## src/rtl/approx_err_monitor_if.sv

```systemverilog
// Vector stream from the adder under test into the error monitor.
// The master presents a, b and the adder's sum s_dut with in_valid; the monitor answers with in_ready.
interface approx_err_monitor_if #(
    parameter int W = 16
) ();
    logic         in_valid;
    logic         in_ready;
    logic [W-1:0] a;
    logic [W-1:0] b;
    logic [W:0]   s_dut;

    modport master (output in_valid, a, b, s_dut, input in_ready);
    modport slave  (input in_valid, a, b, s_dut, output in_ready);
endinterface

```

## src/rtl/approx_err_monitor.sv

```systemverilog
// Error monitor for an approximate adder: compares each DUT sum with the exact sum and
// accumulates error count, saturating sum of error distance, max distance and first failing index.
//
// state | meaning
// IDLE  | after reset, waiting for start
// RUN   | accepting vectors until n_samples have been taken
// DRAIN | no more accepts, letting the two pipeline stages empty
// DONE  | stats final, done held until the next start
module approx_err_monitor #(
    parameter int W     = 16,
    parameter int CNT_W = 20,
    parameter int ACC_W = 40
) (
    input  logic                 clk,
    input  logic                 rst_n,
    approx_err_monitor_if.slave  vec,
    input  logic                 start_i,
    input  logic [CNT_W-1:0]     n_samples_i,
    output logic                 busy_o,
    output logic                 done_o,
    output logic [CNT_W-1:0]     err_count_o,
    output logic [ACC_W-1:0]     sum_ed_o,
    output logic [W:0]           max_ed_o,
    output logic                 first_err_vld_o,
    output logic [CNT_W-1:0]     first_err_idx_o
);

    typedef enum logic [1:0] {S_IDLE, S_RUN, S_DRAIN, S_DONE} state_t;

    state_t             state_q;
    logic [CNT_W-1:0]   n_q;
    logic [CNT_W-1:0]   accepted_q;

    logic               s1_vld_q;
    logic [W-1:0]       s1_a_q;
    logic [W-1:0]       s1_b_q;
    logic [W:0]         s1_s_q;
    logic [CNT_W-1:0]   s1_idx_q;

    logic               s2_vld_q;
    logic               s2_err_q;
    logic [W:0]         s2_ed_q;
    logic [CNT_W-1:0]   s2_idx_q;

    logic [CNT_W-1:0]   err_count_q;
    logic [ACC_W-1:0]   sum_ed_q;
    logic [W:0]         max_ed_q;
    logic               first_err_vld_q;
    logic [CNT_W-1:0]   first_err_idx_q;

    logic               in_ready;
    logic               accept;
    logic [W:0]         exact;
    logic [W:0]         ed;
    logic [ACC_W:0]     sum_ed_d;

    assign in_ready     = (state_q == S_RUN) && (accepted_q < n_q);
    assign vec.in_ready = in_ready;
    assign accept       = vec.in_valid & in_ready;

    // Exact sum keeps the carry; the magnitude of a (W+1)-bit difference always fits in W+1 bits.
    assign exact = {1'b0, s1_a_q} + {1'b0, s1_b_q};
    assign ed    = (exact >= s1_s_q) ? (exact - s1_s_q) : (s1_s_q - exact);

    assign sum_ed_d = {1'b0, sum_ed_q} + {{(ACC_W - W){1'b0}}, s2_ed_q};

    always_ff @(posedge clk or negedge rst_n) begin
        if (!rst_n) begin
            state_q         <= S_IDLE;
            n_q             <= '0;
            accepted_q      <= '0;
            s1_vld_q        <= 1'b0;
            s1_a_q          <= '0;
            s1_b_q          <= '0;
            s1_s_q          <= '0;
            s1_idx_q        <= '0;
            s2_vld_q        <= 1'b0;
            s2_err_q        <= 1'b0;
            s2_ed_q         <= '0;
            s2_idx_q        <= '0;
            err_count_q     <= '0;
            sum_ed_q        <= '0;
            max_ed_q        <= '0;
            first_err_vld_q <= 1'b0;
            first_err_idx_q <= '0;
        end else begin
            s1_vld_q <= accept;
            if (accept) begin
                s1_a_q     <= vec.a;
                s1_b_q     <= vec.b;
                s1_s_q     <= vec.s_dut;
                s1_idx_q   <= accepted_q;
                accepted_q <= accepted_q + 1'b1;
            end

            s2_vld_q <= s1_vld_q;
            if (s1_vld_q) begin
                s2_ed_q  <= ed;
                s2_err_q <= (ed != '0);
                s2_idx_q <= s1_idx_q;
            end

            if (s2_vld_q) begin
                err_count_q <= err_count_q + {{(CNT_W-1){1'b0}}, s2_err_q};
                // Once saturated the accumulator stays all-ones for the rest of the run.
                sum_ed_q    <= sum_ed_d[ACC_W] ? {ACC_W{1'b1}} : sum_ed_d[ACC_W-1:0];
                if (s2_ed_q > max_ed_q)
                    max_ed_q <= s2_ed_q;
                if (s2_err_q && !first_err_vld_q) begin
                    first_err_vld_q <= 1'b1;
                    first_err_idx_q <= s2_idx_q;
                end
            end

            case (state_q)
                S_IDLE, S_DONE: begin
                    if (start_i) begin
                        n_q             <= n_samples_i;
                        accepted_q      <= '0;
                        err_count_q     <= '0;
                        sum_ed_q        <= '0;
                        max_ed_q        <= '0;
                        first_err_vld_q <= 1'b0;
                        first_err_idx_q <= '0;
                        state_q         <= (n_samples_i == '0) ? S_DONE : S_RUN;
                    end
                end
                S_RUN: begin
                    if (accepted_q == n_q)
                        state_q <= S_DRAIN;
                end
                S_DRAIN: begin
                    if (!s1_vld_q && !s2_vld_q)
                        state_q <= S_DONE;
                end
                default: state_q <= S_IDLE;
            endcase
        end
    end

    assign busy_o          = (state_q == S_RUN) || (state_q == S_DRAIN);
    assign done_o          = (state_q == S_DONE);
    assign err_count_o     = err_count_q;
    assign sum_ed_o        = sum_ed_q;
    assign max_ed_o        = max_ed_q;
    assign first_err_vld_o = first_err_vld_q;
    assign first_err_idx_o = first_err_idx_q;

endmodule

```

## src/flat_wrapper.sv

```systemverilog
// flat-port wrapper written by rule: the top's interface ports become plain ports
module approx_err_monitor_flat 
#(
    parameter int W     = 16,
    parameter int CNT_W = 20,
    parameter int ACC_W = 40
)
  (clk, rst_n, start_i, n_samples_i, busy_o, done_o, err_count_o, sum_ed_o, max_ed_o, first_err_vld_o, first_err_idx_o, vec_in_valid, vec_a, vec_b, vec_s_dut, vec_in_ready);
  approx_err_monitor_if #(.W(W)) vec_i ();
  input  logic clk;
  input  logic rst_n;
  input  logic start_i;
  input  logic [CNT_W-1:0] n_samples_i;
  output logic busy_o;
  output logic done_o;
  output logic [CNT_W-1:0] err_count_o;
  output logic [ACC_W-1:0] sum_ed_o;
  output logic [W:0] max_ed_o;
  output logic first_err_vld_o;
  output logic [CNT_W-1:0] first_err_idx_o;
  input wire logic [$bits(vec_i.in_valid)-1:0] vec_in_valid;
  input wire logic [$bits(vec_i.a)-1:0] vec_a;
  input wire logic [$bits(vec_i.b)-1:0] vec_b;
  input wire logic [$bits(vec_i.s_dut)-1:0] vec_s_dut;
  output wire logic [$bits(vec_i.in_ready)-1:0] vec_in_ready;
  assign vec_i.in_valid = vec_in_valid;
  assign vec_i.a = vec_a;
  assign vec_i.b = vec_b;
  assign vec_i.s_dut = vec_s_dut;
  assign vec_in_ready = vec_i.in_ready;
  approx_err_monitor #(.W(W), .CNT_W(CNT_W), .ACC_W(ACC_W)) u_core (.clk(clk), .rst_n(rst_n), .vec(vec_i), .start_i(start_i), .n_samples_i(n_samples_i), .busy_o(busy_o), .done_o(done_o), .err_count_o(err_count_o), .sum_ed_o(sum_ed_o), .max_ed_o(max_ed_o), .first_err_vld_o(first_err_vld_o), .first_err_idx_o(first_err_idx_o));
endmodule
```

## config.mk

```make
export PLATFORM = sky130hd
export DESIGN_NAME = approx_err_monitor_flat
export DESIGN_NICKNAME = d
export VERILOG_FILES = /design/src/rtl/approx_err_monitor_if.sv /design/src/rtl/approx_err_monitor.sv /design/src/flat_wrapper.sv
export SDC_FILE = /design/constraint.sdc
export NUM_CORES = 1
export LEC_CHECK = 0
export ABC_AREA = 1
export CORE_UTILIZATION = 30
export CTS_BUF_LIST = sky130_fd_sc_hd__clkbuf_4 sky130_fd_sc_hd__clkbuf_8
export DETAILED_ROUTE_END_ITERATION = 7
export HOLD_SLACK_MARGIN = 0.12
export SLEW_MARGIN = 40
export SYNTH_ARGS = -nofsm -noshare
export SYNTH_HDL_FRONTEND = slang
export SYNTH_SLANG_ARGS = --single-unit
```

## constraint.sdc

```tcl
create_clock -name clk -period 4.6 [get_ports clk]
set_clock_uncertainty 0.05 [all_clocks]
set_input_delay 0.92 -clock clk [delete_from_list [all_inputs] [get_ports clk]]
set_output_delay 0.92 -clock clk [all_outputs]
set_load 0.1 [all_outputs]
```

# == Yosys cells after proc, flatten, opt, wreduce, memory -nomap -nowiden ==
# Index checks and enable logic that the tools add are counted.
# op_classes
add_sub_neg,6
order_cmp,3
mux,28
reduce_logical,13
n_eq_ne,7
bitwise_logic,1
# ops
op,n
$mux 20,10
$mux 40,4
$mux 17,5
$add 40x17->41,1
$sub 17x17->17,2
$add 20x1->20,1
$add 20x1->20 const B,1
$eq 20x20->1,1
$logic_not 20->1,1
$lt 20x20->1,1
$add 16x16->17,1
$ge 17x17->1,1
$gt 17x17->1,1
$reduce_bool 17->1,1
$mux 2,4
$pmux 2 s3,1
$eq 2x2->1 const B,2
$mux 1,4
$ne 2x2->1 const B,2
$logic_and 1x1->1,3
$logic_not 1->1,3
$reduce_and 3->1,1
$eq 2x1->1 const B,1
$logic_not 2->1,1
5 further kinds,5
# totals
elab_cells,75
register_bits,249
inputBits,73
out_inout_bits,101

# == Depth between registers and ports, before layout ==
# Gate-level depths: netlist of run 1.
# logic_depth
ltp_word,6
ltp_mapped,27

# == Least setup slack after synthesis of run 1 ==
# No wires, ideal clock.
# synth_path
kind,reg-to-reg
from,register u_core.s1_b_q[0]
to,register u_core.s2_err_q
path_slack_ns,0.921
t_arrival_ns,3.512
stages_incl_launch_ff,24
synth_period_minus_slack_ns,3.679
n_path_buf,1
cell_sequence,dfrtp_1 ha_1 fa_1 a21oi_1 o21ai_0 a21boi_0 o21ai_0 xor2_1 ha_1 nand2_1 inv_2 nand2_1 nand2_1 nand2_1 nand2_1 nor2_4 nand2_8 buf_12 o21ai_1 nand2_1 nor2_1 nand2_1 nor2_1 nor2_1
# synth_via
elab_chain_cells,4
word_cells_on_any_way,6
classes_between,add/sub: 3; order compare: 1; mux: 1; reduce/logical: 1
# synth_rtl
item,line_no,rtl
from (decl),approx_err_monitor.sv:36,logic [W-1:0] s1_b_q;
from (signal assigned),approx_err_monitor.sv:90,s1_b_q <= vec.b;
$add 16x16->17 *,approx_err_monitor.sv:62,"assign exact = {1'b0, s1_a_q} + {1'b0, s1_b_q};"
$sub 17x17->17 / $ge 17x17->1 (equally long branches),approx_err_monitor.sv:63,assign ed = (exact >= s1_s_q) ? (exact - s1_s_q) : (s1_s_q - exact);
$mux 17 *,approx_err_monitor.sv:63,
$reduce_bool 17->1 *,approx_err_monitor.sv:99,s2_err_q <= (ed != '0);
to (signal assigned),approx_err_monitor.sv:99,
to (decl),approx_err_monitor.sv:41,logic s2_err_q;
# Mark *: on every way between the ends. The rest lies on a longest branch, timed or not.
# A chain may end at the register's enable or synchronous reset.

# == Worst setup path in the final report of run 1 ==
# Same ends and word-level chain as after synthesis.

==> impl_metrics.json, run 1 <==
{
  "die_x_um": 233,
  "syn_nets": 2378,
  "slew_headroom": 0.533,
  "yosys_warnings": 0,
  "async_reset_ff_frac": 1.00,
  "drive_gt1_frac": 0.107,
  "root_buffer": "clkbuf_8",
  "viasPerCell": 4.66,
  "cap_violations": 0,
  "start_kind": "flip-flop",
  "status": "finished clean",
  "die_area_mm2": 0.0541,
  "hold_viol": 0,
  "dp_hpwl_um": 34200,
  "core_area_mm2": 0.0526,
  "ys.flop_type": "dfrtp_1",
  "ys_ff_latch": 249,
  "grt_max_degree": 105,
  "drtAntennaViolNets": 0,
  "timing.hold.ws_ps": 424,
  "routedWlPerCell_um": 14.6,
  "fillCellCount": 5566,
  "hp-class": "reg -> reg",
  "ys_seq_area_frac": 0.391,
  "clk_path_buf_depth": 3,
  "avgSynthCellArea_um2": 7.28,
  "netlist_area_mm2": 0.0160,
  "clk_latency_ps": 620,
  "required_ps": 5030,
  "tightest_slew_ps": 701,
  "critPathKind": "reg -> reg",
  "io_buffers": 173,
  "grt_use_total": 0.167,
  "first_pass_iters": 5,
  "die_y_um": 233,
  "rsz0062_at_grt": "false",
  "clkTransAtPathRegs_ps": 60,
  "postCtsSetupBuffers": 0,
  "setup_viol_count_final": 0,
  "grt_pass1_wl_um": 72900,
  "cts_tree": "yes",
  "pin_count": 174,
  "synth_edf_count": 0,
  "routed_wl_um": 45000,
  "synth.distinct_cells": 51,
  "pre_cts_ws_ps": 148,
  "crit_fanout": 19,
  "max_freq_mhz": 237,
  "cts_made_buffers": 48,
  "antenna_found_initial": 2,
  "critPathArrivalTime_ps": 4660,
  "final-max-slew-violation-count": 0,
  "drcViolationCount": 0,
  "cts_sinks": 249,
  "cts_max_level": 2,
  "setup-tns-final_ps": 0,
  "crit_path_end_kind": "flip-flop",
  "setup_slack_ps": 378,
  "grt_pass1_vias": 14127,
  "globalRouteOverflowTotal": 0,
  "drt-initial-drc-count": 773,
  "fin_nets": 2547,
  "start_util": 0.304,
  "area_delta_synth_final_pct": 19.3,
  "gp_congestion": 0.908,
  "row_count": 84,
  "min_period_ps": 4220,
  "synthCells": 2192,
  "num_vias": 14412,
  "fin_crit_sh": 0.918
}
## kinds of logic (layout without fill, tap and decap cells)
| logic type | Yosys count | in the layout | synth area share |
|---|---|---|---|
| AOI/OAI and AO/OA | 334 | 334 | 0.111 |
| xor gates and xnor gates | 64 | 64 | 0.0351 |
| adders and majority gates | 113 | 113 | 0.0905 |
| buffers and inverters | 393 | 601 | 0.0964 |
| DFF | 249 | 249 | 0.391 |
| other | 0 | 2 | 0 |
| and+or+nand+nor | 1039 | 1039 | 0.276 |
## flip-flops by register name (all words and copies together) (netlist names)
register	cells
u_core.s1_b_q	16
u_core.max_ed_o	17
u_core.accepted_q	20
u_core.first_err_vld_o	1
u_core.s2_vld_q	1
u_core.err_count_o	20
u_core.n_q	20
u_core.s1_s_q	17
u_core.sum_ed_o	40
u_core.first_err_idx_o	20
u_core.state_q	2
u_core.s1_vld_q	1
u_core.s2_idx_q	20
u_core.s2_ed_q	17
u_core.s1_idx_q	20
u_core.s2_err_q	1
u_core.s1_a_q	16
## placed cells by master (no fill, tap or decap), types with 11 or more instances in the layout
master | Yosys | layout
xnor2_1 | 11 | 11
clkdlybuf4s50_1 | 0 | 71
nand2_2 | 10 | 11
clkbuf_4 | 0 | 11
nand4_1 | 41 | 41
dfrtp_1 | 249 | 248
xor2_1 | 53 | 53
clkbuf_8 | 0 | 63
a21oi_1 | 112 | 110
nor4_1 | 13 | 13
nand3_1 | 97 | 96
o21ai_0 | 179 | 178
nor3_1 | 31 | 31
buf_2 | 12 | 100
nor2_1 | 165 | 164
ha_1 | 109 | 109
nand2_1 | 650 | 649
inv_1 | 317 | 317
## final timing paths
kind                             startpoint  slack, ps  cells past startpoint                   to
setup / recovery           u_core.s1_b_q[0]        380                     22      u_core.s2_err_q
hold / removal             u_core.s1_a_q[2]        420                      2     u_core.s1_a_q[2]
setup reg to reg           u_core.s1_b_q[0]        380                     22      u_core.s2_err_q
hold reg to reg            u_core.s1_a_q[2]        420                      2     u_core.s1_a_q[2]
max in group asynchronous             rst_n       2760                      4       u_core.n_q[17]
min in group asynchronous             rst_n        760                      2  u_core.sum_ed_o[10]
## stage by stage
stage	area, um^2	util	cells
after global placement	18400	0.349	2997
after global routing	19000	0.362	3089
after floorplan	16000	-	2192
after CTS	19000	0.362	3088
final	19000	0.362	3090
after detailed placement	17900	0.341	2998
## layer usage
layer,global-route usage,routed length (um),vias up
li1,-,-,7333
met1,0.225,21700,6731
met2,0.274,20600,282
met3,0.0261,1850,66
met4,0.0527,907,0
met5,0,0,-
## critical path, stage by stage, from the launching register on
cell and delay (ps):
dfrtp_1 390, ha_1 250, fa_1 450, a21oi_2 250
o21ai_1 130, a21boi_1 220, o21ai_0 130, xor2_1 270
ha_1 390, a21oi_1 240, nand2_1 110, nand2_1 60
nand2_1 80, nor2_4 220, nand2_8 130, inv_2 170
nand2_1 70, nand2_1 90, nand2_1 60, nor2_1 90
nand3_1 70, nor2_1 110, nor2_1 40
## timing repair
item | in CTS | in global routing
gates resized for setup | 0 | 4
endpoints found under the setup margin | 0 | 4
hold buffers | 1 | 0
endpoints found under the hold margin | 26 | 0
## cell usage after synthesis, types with 3 or more instances
| library cell | instances | share of area |
|---|---|---|
| nor4_1 | 13 | 0.0051 |
| fa_1 | 4 | 0.0050 |
| nor2_1 | 165 | 0.039 |
| o21ai_2 | 3 | 0.0016 |
| o21a_1 | 4 | 0.0019 |
| inv_2 | 8 | 0.0019 |
| o21bai_1 | 3 | 0.0014 |
| ha_1 | 109 | 0.085 |
| o211ai_1 | 5 | 0.0024 |
| nor3_1 | 31 | 0.0097 |
| xnor2_1 | 11 | 0.0060 |
| xor2_1 | 53 | 0.029 |
| buf_4 | 6 | 0.0028 |
| nor2_2 | 5 | 0.0020 |
| clkbuf_1 | 43 | 0.010 |
| buf_1 | 3 | 0.00071 |
| a21o_1 | 8 | 0.0038 |
| nand2_2 | 10 | 0.0039 |
| o21ai_1 | 8 | 0.0025 |
| buf_2 | 12 | 0.0038 |
| inv_1 | 317 | 0.075 |
| nand3_1 | 97 | 0.030 |
| o21ai_0 | 179 | 0.056 |
| a31oi_1 | 4 | 0.0016 |
| nand3_2 | 3 | 0.0019 |
| nand3b_1 | 3 | 0.0014 |
| nand2_1 | 650 | 0.15 |
| dfrtp_1 | 249 | 0.39 |
| nand4_1 | 41 | 0.016 |
| a21oi_1 | 112 | 0.035 |
| nor2_4 | 4 | 0.0028 |
| nor3_2 | 4 | 0.0025 |
## area by class of cell
type	count	area [um^2]	area share
Multi-Input combinational cell	1550	8210	0.431
Sequential cell	249	6230	0.327
Timing Repair Buffer	186	1390	0.0728
Inverter	326	1230	0.0644
Clock buffer	74	950	0.0499
Tap cell	688	861	0.0452
Clock inverter	15	169	0.00887
Antenna cell	2	5.00	0.000263
Power of run 1 is not shown: default switching activity piles up to over one toggle a cycle in this logic, so the estimate is an artifact.
==> run 2, diff against run 1 <==
Settings changed: ABC_AREA 1 to unset.
==> run 2 against run 1 <==
Fmax down 16%. Sequential cell count unchanged. Final cell count down 23%. Register-to-register slack worse by 800 ps. Utilization up 3.0 points. Worst setup slack worse by 800 ps. Clock-buffer cell count up 1. Die area down 11%. First-iteration DRC count down 22%. The run now ends with negative setup slack left. Worst hold slack better by 25 ps.
==> impl_metrics.json, run 2 <==
{
  "cts_sinks": 249,
  "routedWlPerCell_um": 16.2,
  "status": "finished, violations left",
  "max_freq_mhz": 199,
  "tightest_slew_ps": 750,
  "die_x_um": 219,
  "rsz0062_at_grt": "true",
  "critPathKind": "reg -> reg",
  "row_count": 79,
  "netlist_area_mm2": 0.0142,
  "grt_max_degree": 92,
  "rrSetupSlack_ps": -430,
  "gp_congestion": 0.845,
  "drcViolationCount": 0,
  "min_period_ps": 5030,
  "m1WireLength_um": 18800,
  "route.met2.wl_um": 16700,
  "num_vias": 11626,
  "most-common-layout-cells": "dfrtp_1, buf_4, nand2_1",
  "fin_crit_sh": 1.09,
  "pre_cts_ws_ps": -690,
  "fin_nets": 1942,
  "cts_tree": "yes",
  "crit_path_end_kind": "flip-flop",
  "drtAntennaViolNets": 0,
  "start_util": 0.304,
  "synth_top_area_share": 0.440,
  "synthTopCellsByArea": "dfrtp_1, ha_1, mux2_2, a21oi_1, nand2_1",
  "die_y_um": 219,
  "grt_pass1_wl_um": 62500,
  "root_buffer": "clkbuf_8",
  "ys.flop_type": "dfrtp_1",
  "wl_met3_um": 2420,
  "pin_count": 174,
  "largest_register_ffs": 40,
  "synth.distinct_cells": 67,
  "first_pass_iters": 5,
  "synth_top_cell_by_area": "dfrtp_1",
  "hold_viol": 0,
  "die_area_mm2": 0.0481,
  "grt_use_total": 0.163,
  "cts_made_buffers": 45,
  "placed_cell_area_mm2": 0.0170,
  "synthCells": 1449,
  "clk_latency_ps": 600,
  "drt-initial-drc-count": 600,
  "violations": "negative setup slack",
  "cap_violations": 0,
  "layout_commonest_cell": "dfrtp_1",
  "syn_nets": 1635,
  "synth_edf_count": 0,
  "crit_fanout": 5,
  "dp_hpwl_um": 28700,
  "setup_slack_ps": -426,
  "required_ps": 5040,
  "timing.hold.ws_ps": 449,
  "antenna_cells": 0,
  "drive_gt1_frac": 0.256,
  "yosys_warnings": 0,
  "cts_max_level": 2,
  "setup_viol_count_final": 5,
  "routed_wl_um": 38700,
  "start_kind": "flip-flop",
  "avgSynthCellArea_um2": 9.77,
  "io_buffers": 173,
  "slew_headroom": 0.499,
  "async_reset_ff_frac": 1.00,
  "highest_layer": "met4",
  "synth_common_cells": "dfrtp_1, nand2_1, a21oi_1",
  "final_area_mm2": 0.0182,
  "hp-class": "reg -> reg",
  "ys_seq_area_frac": 0.440,
  "grt_pass1_vias": 11661,
  "critPathArrivalTime_ps": 5460,
  "ys_ff_latch": 249,
  "core_area_mm2": 0.0466,
  "final-max-slew-violation-count": 0,
  "globalRouteOverflowTotal": 0,
  "area_delta_synth_final_pct": 28.8,
  "viasPerCell": 4.86,
  "antenna_found_initial": 0,
  "clk_path_buf_depth": 3,
  "clkTransAtPathRegs_ps": 50,
  "synth.most_common_cell": "dfrtp_1"
}
==> run 2: cell types whose count changed in the layout (fill, tap and decap cells not counted), moves of 23 or more <==
| cell | change |
|---|---|
| nor2_1 | -55 |
| nand3_1 | -56 |
| a21o_1 | +25 |
| mux2_2 | +80 |
| nand2_1 | -518 |
| buf_4 | +131 |
| inv_1 | -218 |
| mux2i_1 | +29 |
| o21ai_0 | -89 |
| xnor2_1 | +23 |
==> run 2: timing repair <==
action	CTS	global route
hold buffers	0	1
gates resized for setup	14	19
buffers inserted	12	7
pin swaps	26	13
setup endpoints to repair	15	17
cloned	0	0
hold endpoints to repair	0	22
==> run 2: logic make-up (layout without fill, tap and decap cells) <==
group                      after synthesis  after routing  synth area share
DFF                                    249            249             0.440
muxes                                  115            115            0.0891
xor gates and xnor gates                79             79            0.0489
adders and majority gates              113            113             0.102
and+or+nand+nor                        415            415             0.139
AOI/OAI and AO/OA                      319            319             0.137
buffers and inverters                  159            497            0.0443
==> run 2: final timing paths <==
path,from,to,depth (start not counted)
max reg2reg,u_core.s1_b_q[0],u_core.s2_err_q,20
min,u_core.s1_idx_q[11],u_core.s2_idx_q[11],1
max,u_core.s1_b_q[0],u_core.s2_err_q,20
min in group asynchronous,rst_n,u_core.err_count_o[10],2
max in group asynchronous,rst_n,u_core.s1_a_q[8],4
min reg2reg,u_core.s1_idx_q[11],u_core.s2_idx_q[11],1
==> run 2: area by class of cell <==
| cell class | count | area (um^2) |
|---|---|---|
| inverters | 99 | 372 |
| well taps | 607 | 759 |
| flip-flops and latches | 249 | 6230 |
| clock buffers | 75 | 907 |
| multi-input cells | 1041 | 7530 |
| clock inverters | 3 | 17.5 |
| repair buffers | 320 | 2420 |
| fillers | 4600 | 28300 |
==> run 2: worst max-delay path, cell delays in order (launching register included) <==
cell,delay (ps)
dfrtp_1,390
ha_2,200
fa_2,330
a21o_1,190
a21oi_2,150
o21bai_1,90
a21oi_2,170
o21bai_2,90
a211oi_2,250
o21a_1,230
o31ai_4,90
xor2_2,200
ha_1,360
and2_4,180
nand3_4,90
or4_4,520
nand2_8,120
mux2_4,300
or4_1,450
and4_1,180
o32a_1,280
==> run 2: metrics by stage <==
stage           util  TNS, ps  cells
6_report       0.392    -1170   2394
5_1_grt        0.392    -3740   2394
3_3_place_gp   0.375    -2340   2297
2_1_floorplan      -     -479   1449
3_5_place_dp   0.365    -3620   2297
4_1_cts        0.388    -1870   2387
==> run 2: per-layer routing <==
metal / track usage / up-vias
met2: 0.249 / 251
met4: 0.0475 / 0
met5: 0 / -
li1: - / 5703
met3: 0.0437 / 54
met1: 0.224 / 5618
Power of run 2 is left out for the same reason.
==> run 3, diff against run 2 <==
Settings changed: CORE_UTILIZATION 30 to 58, PLACE_DENSITY set to 0.83.
==> run 3 against run 2 <==
Routed wire length fell by 6.8%. Critical endpoint unchanged. Design area decreased by 3.4%. Largest cell class unchanged. First-iteration DRC count increased by 14%. Via count grew 1.5%. The run still ends with negative setup slack left.
==> impl_metrics.json, run 3 (synthesis gave the netlist of run 2 again) <==
{
  "crit_fanout": 5,
  "drtAntennaViolNets": 0,
  "m1WireLength_um": 16000,
  "die_area_mm2": 0.0250,
  "fin_nets": 1912,
  "crit_path_end_kind": "flip-flop",
  "wl_met3_um": 2060,
  "rrSetupSlack_ps": -710,
  "first_pass_iters": 4,
  "cts_hold_buf": 0,
  "cp-endpoint": "u_core.s2_err_q",
  "drcViolationCount": 0,
  "tightest_slew_ps": 725,
  "clk_latency_ps": 570,
  "ff2ff_path_depth": 20,
  "globalRouteOverflowTotal": 0,
  "setup_slack_ps": -706,
  "max_freq_mhz": 188,
  "violations": "negative setup slack",
  "layout_commonest_cell": "dfrtp_1",
  "pre_cts_ws_ps": -605,
  "most-common-layout-cells": "dfrtp_1, nand2_1, buf_4",
  "die_x_um": 158,
  "routed_wl_um": 36100,
  "r2r-start": "u_core.s1_a_q[0]",
  "setup_viol_count_final": 14,
  "start_kind": "flip-flop",
  "clkTransAtPathRegs_ps": 70,
  "rsz0062_at_grt": "true",
  "cts_made_buffers": 42,
  "slew_headroom": 0.517,
  "final-max-slew-violation-count": 0,
  "required_ps": 5010,
  "gp_congestion": 0.919,
  "row_count": 56,
  "grt_use_total": 0.291,
  "root_buffer": "clkbuf_8",
  "antenna_cells": 0,
  "status": "finished, violations left",
  "startpoint": "u_core.s1_a_q[0]",
  "viasPerCell": 5.70,
  "highest_layer": "met4",
  "largest_register_ffs": 40,
  "drt-initial-drc-count": 681,
  "r2r_end": "u_core.s2_err_q",
  "grt_pass1_wl_um": 58000,
  "fin_crit_sh": 1.15,
  "grt_max_degree": 88,
  "num_vias": 11796,
  "pin_count": 174,
  "routedWlPerCell_um": 17.4,
  "cts_sinks": 249,
  "route.met2.wl_um": 17000,
  "grt_pass1_vias": 11766,
  "min_period_ps": 5310,
  "hold_viol": 0,
  "antenna_found_initial": 0,
  "cts_max_level": 2,
  "die_y_um": 158,
  "start_util": 0.598,
  "io_buffers": 173,
  "cap_violations": 0,
  "hp-class": "in -> async",
  "area_delta_synth_final_pct": 24.5,
  "cts_tree": "yes",
  "dp_hpwl_um": 26200,
  "clk_path_buf_depth": 3,
  "core_area_mm2": 0.0237,
  "critPathKind": "reg -> reg",
  "drive_gt1_frac": 0.245,
  "critPathArrivalTime_ps": 5720
}
-- run 3: changes by cell type in the layout (fill, tap and decap cells not counted), moves of 3 or more --
cell | before | now
mux2i_2 | 1 | 4
mux2i_1 | 29 | 25
clkbuf_4 | 20 | 9
buf_4 | 139 | 112
clkbuf_8 | 55 | 51
-- run 3: per-stage QoR --
step | cell area [um^2] | setup TNS, ps | hold slack, ps | util | instances
floorplan | 14200 | -479 | 341 | - | 1449
global placement | 16900 | -1550 | 433 | 0.713 | 1980
detailed placement | 16400 | -2730 | 441 | 0.693 | 1981
CTS | 17400 | -1360 | 176 | 0.735 | 2061
global route | 17600 | -6750 | 187 | 0.744 | 2070
finish | 17600 | -3440 | 186 | 0.744 | 2070
-- run 3: worst min path at each step --
stage / startpoint / slack [ps] / cells past startpoint / to
after floorplan: u_core.s1_vld_q / 340 / 0 / u_core.s2_vld_q
after global placement: u_core.s1_idx_q[18] / 430 / 1 / u_core.s2_idx_q[18]
after detailed placement: u_core.s1_idx_q[4] / 440 / 1 / u_core.s2_idx_q[4]
after CTS: rst_n / 180 / 1 / u_core.sum_ed_o[1]
after global routing: rst_n / 190 / 1 / u_core.sum_ed_o[1]
final: rst_n / 190 / 1 / u_core.sum_ed_o[1]
-- run 3: what timing repair did --
action / in CTS / in global routing
resized for setup: 11 / 27
buffers inserted: 11 / 9
hold endpoints to repair: 0 / 0
endpoints found under the setup margin: 13 / 17
pin swaps: 3 / 27
-- run 3: metal layers --
layer / vias to the layer above / global-route usage
met5: - / 0
met2: 361 / 0.469
met3: 84 / 0.0561
met1: 5716 / 0.388
li1: 5635 / -
met4: 0 / 0.116
-- run 3: critical path, stage by stage (launching register included) --
cell	delay [ps]
dfrtp_1	410
ha_4	180
fa_2	370
a21o_1	180
a21oi_2	170
o21bai_1	90
a21oi_2	180
o21bai_2	90
a211oi_2	280
o21a_1	230
nor2_1	90
xor2_1	180
ha_1	360
buf_4	140
nand4_1	150
or4_4	660
nand2_8	130
mux2_4	300
or4_1	450
and4_1	170
o32a_1	340
-- run 3: cell type report --
class	instances	area, um^2
clock buffers	60	769
clock inverters	9	100
fillers	1691	6050
inverters	99	372
multi-input cells	1041	7530
flip-flops and latches	249	6230
well taps	319	399
repair buffers	293	2220
Power of run 3 is left out for the same reason.
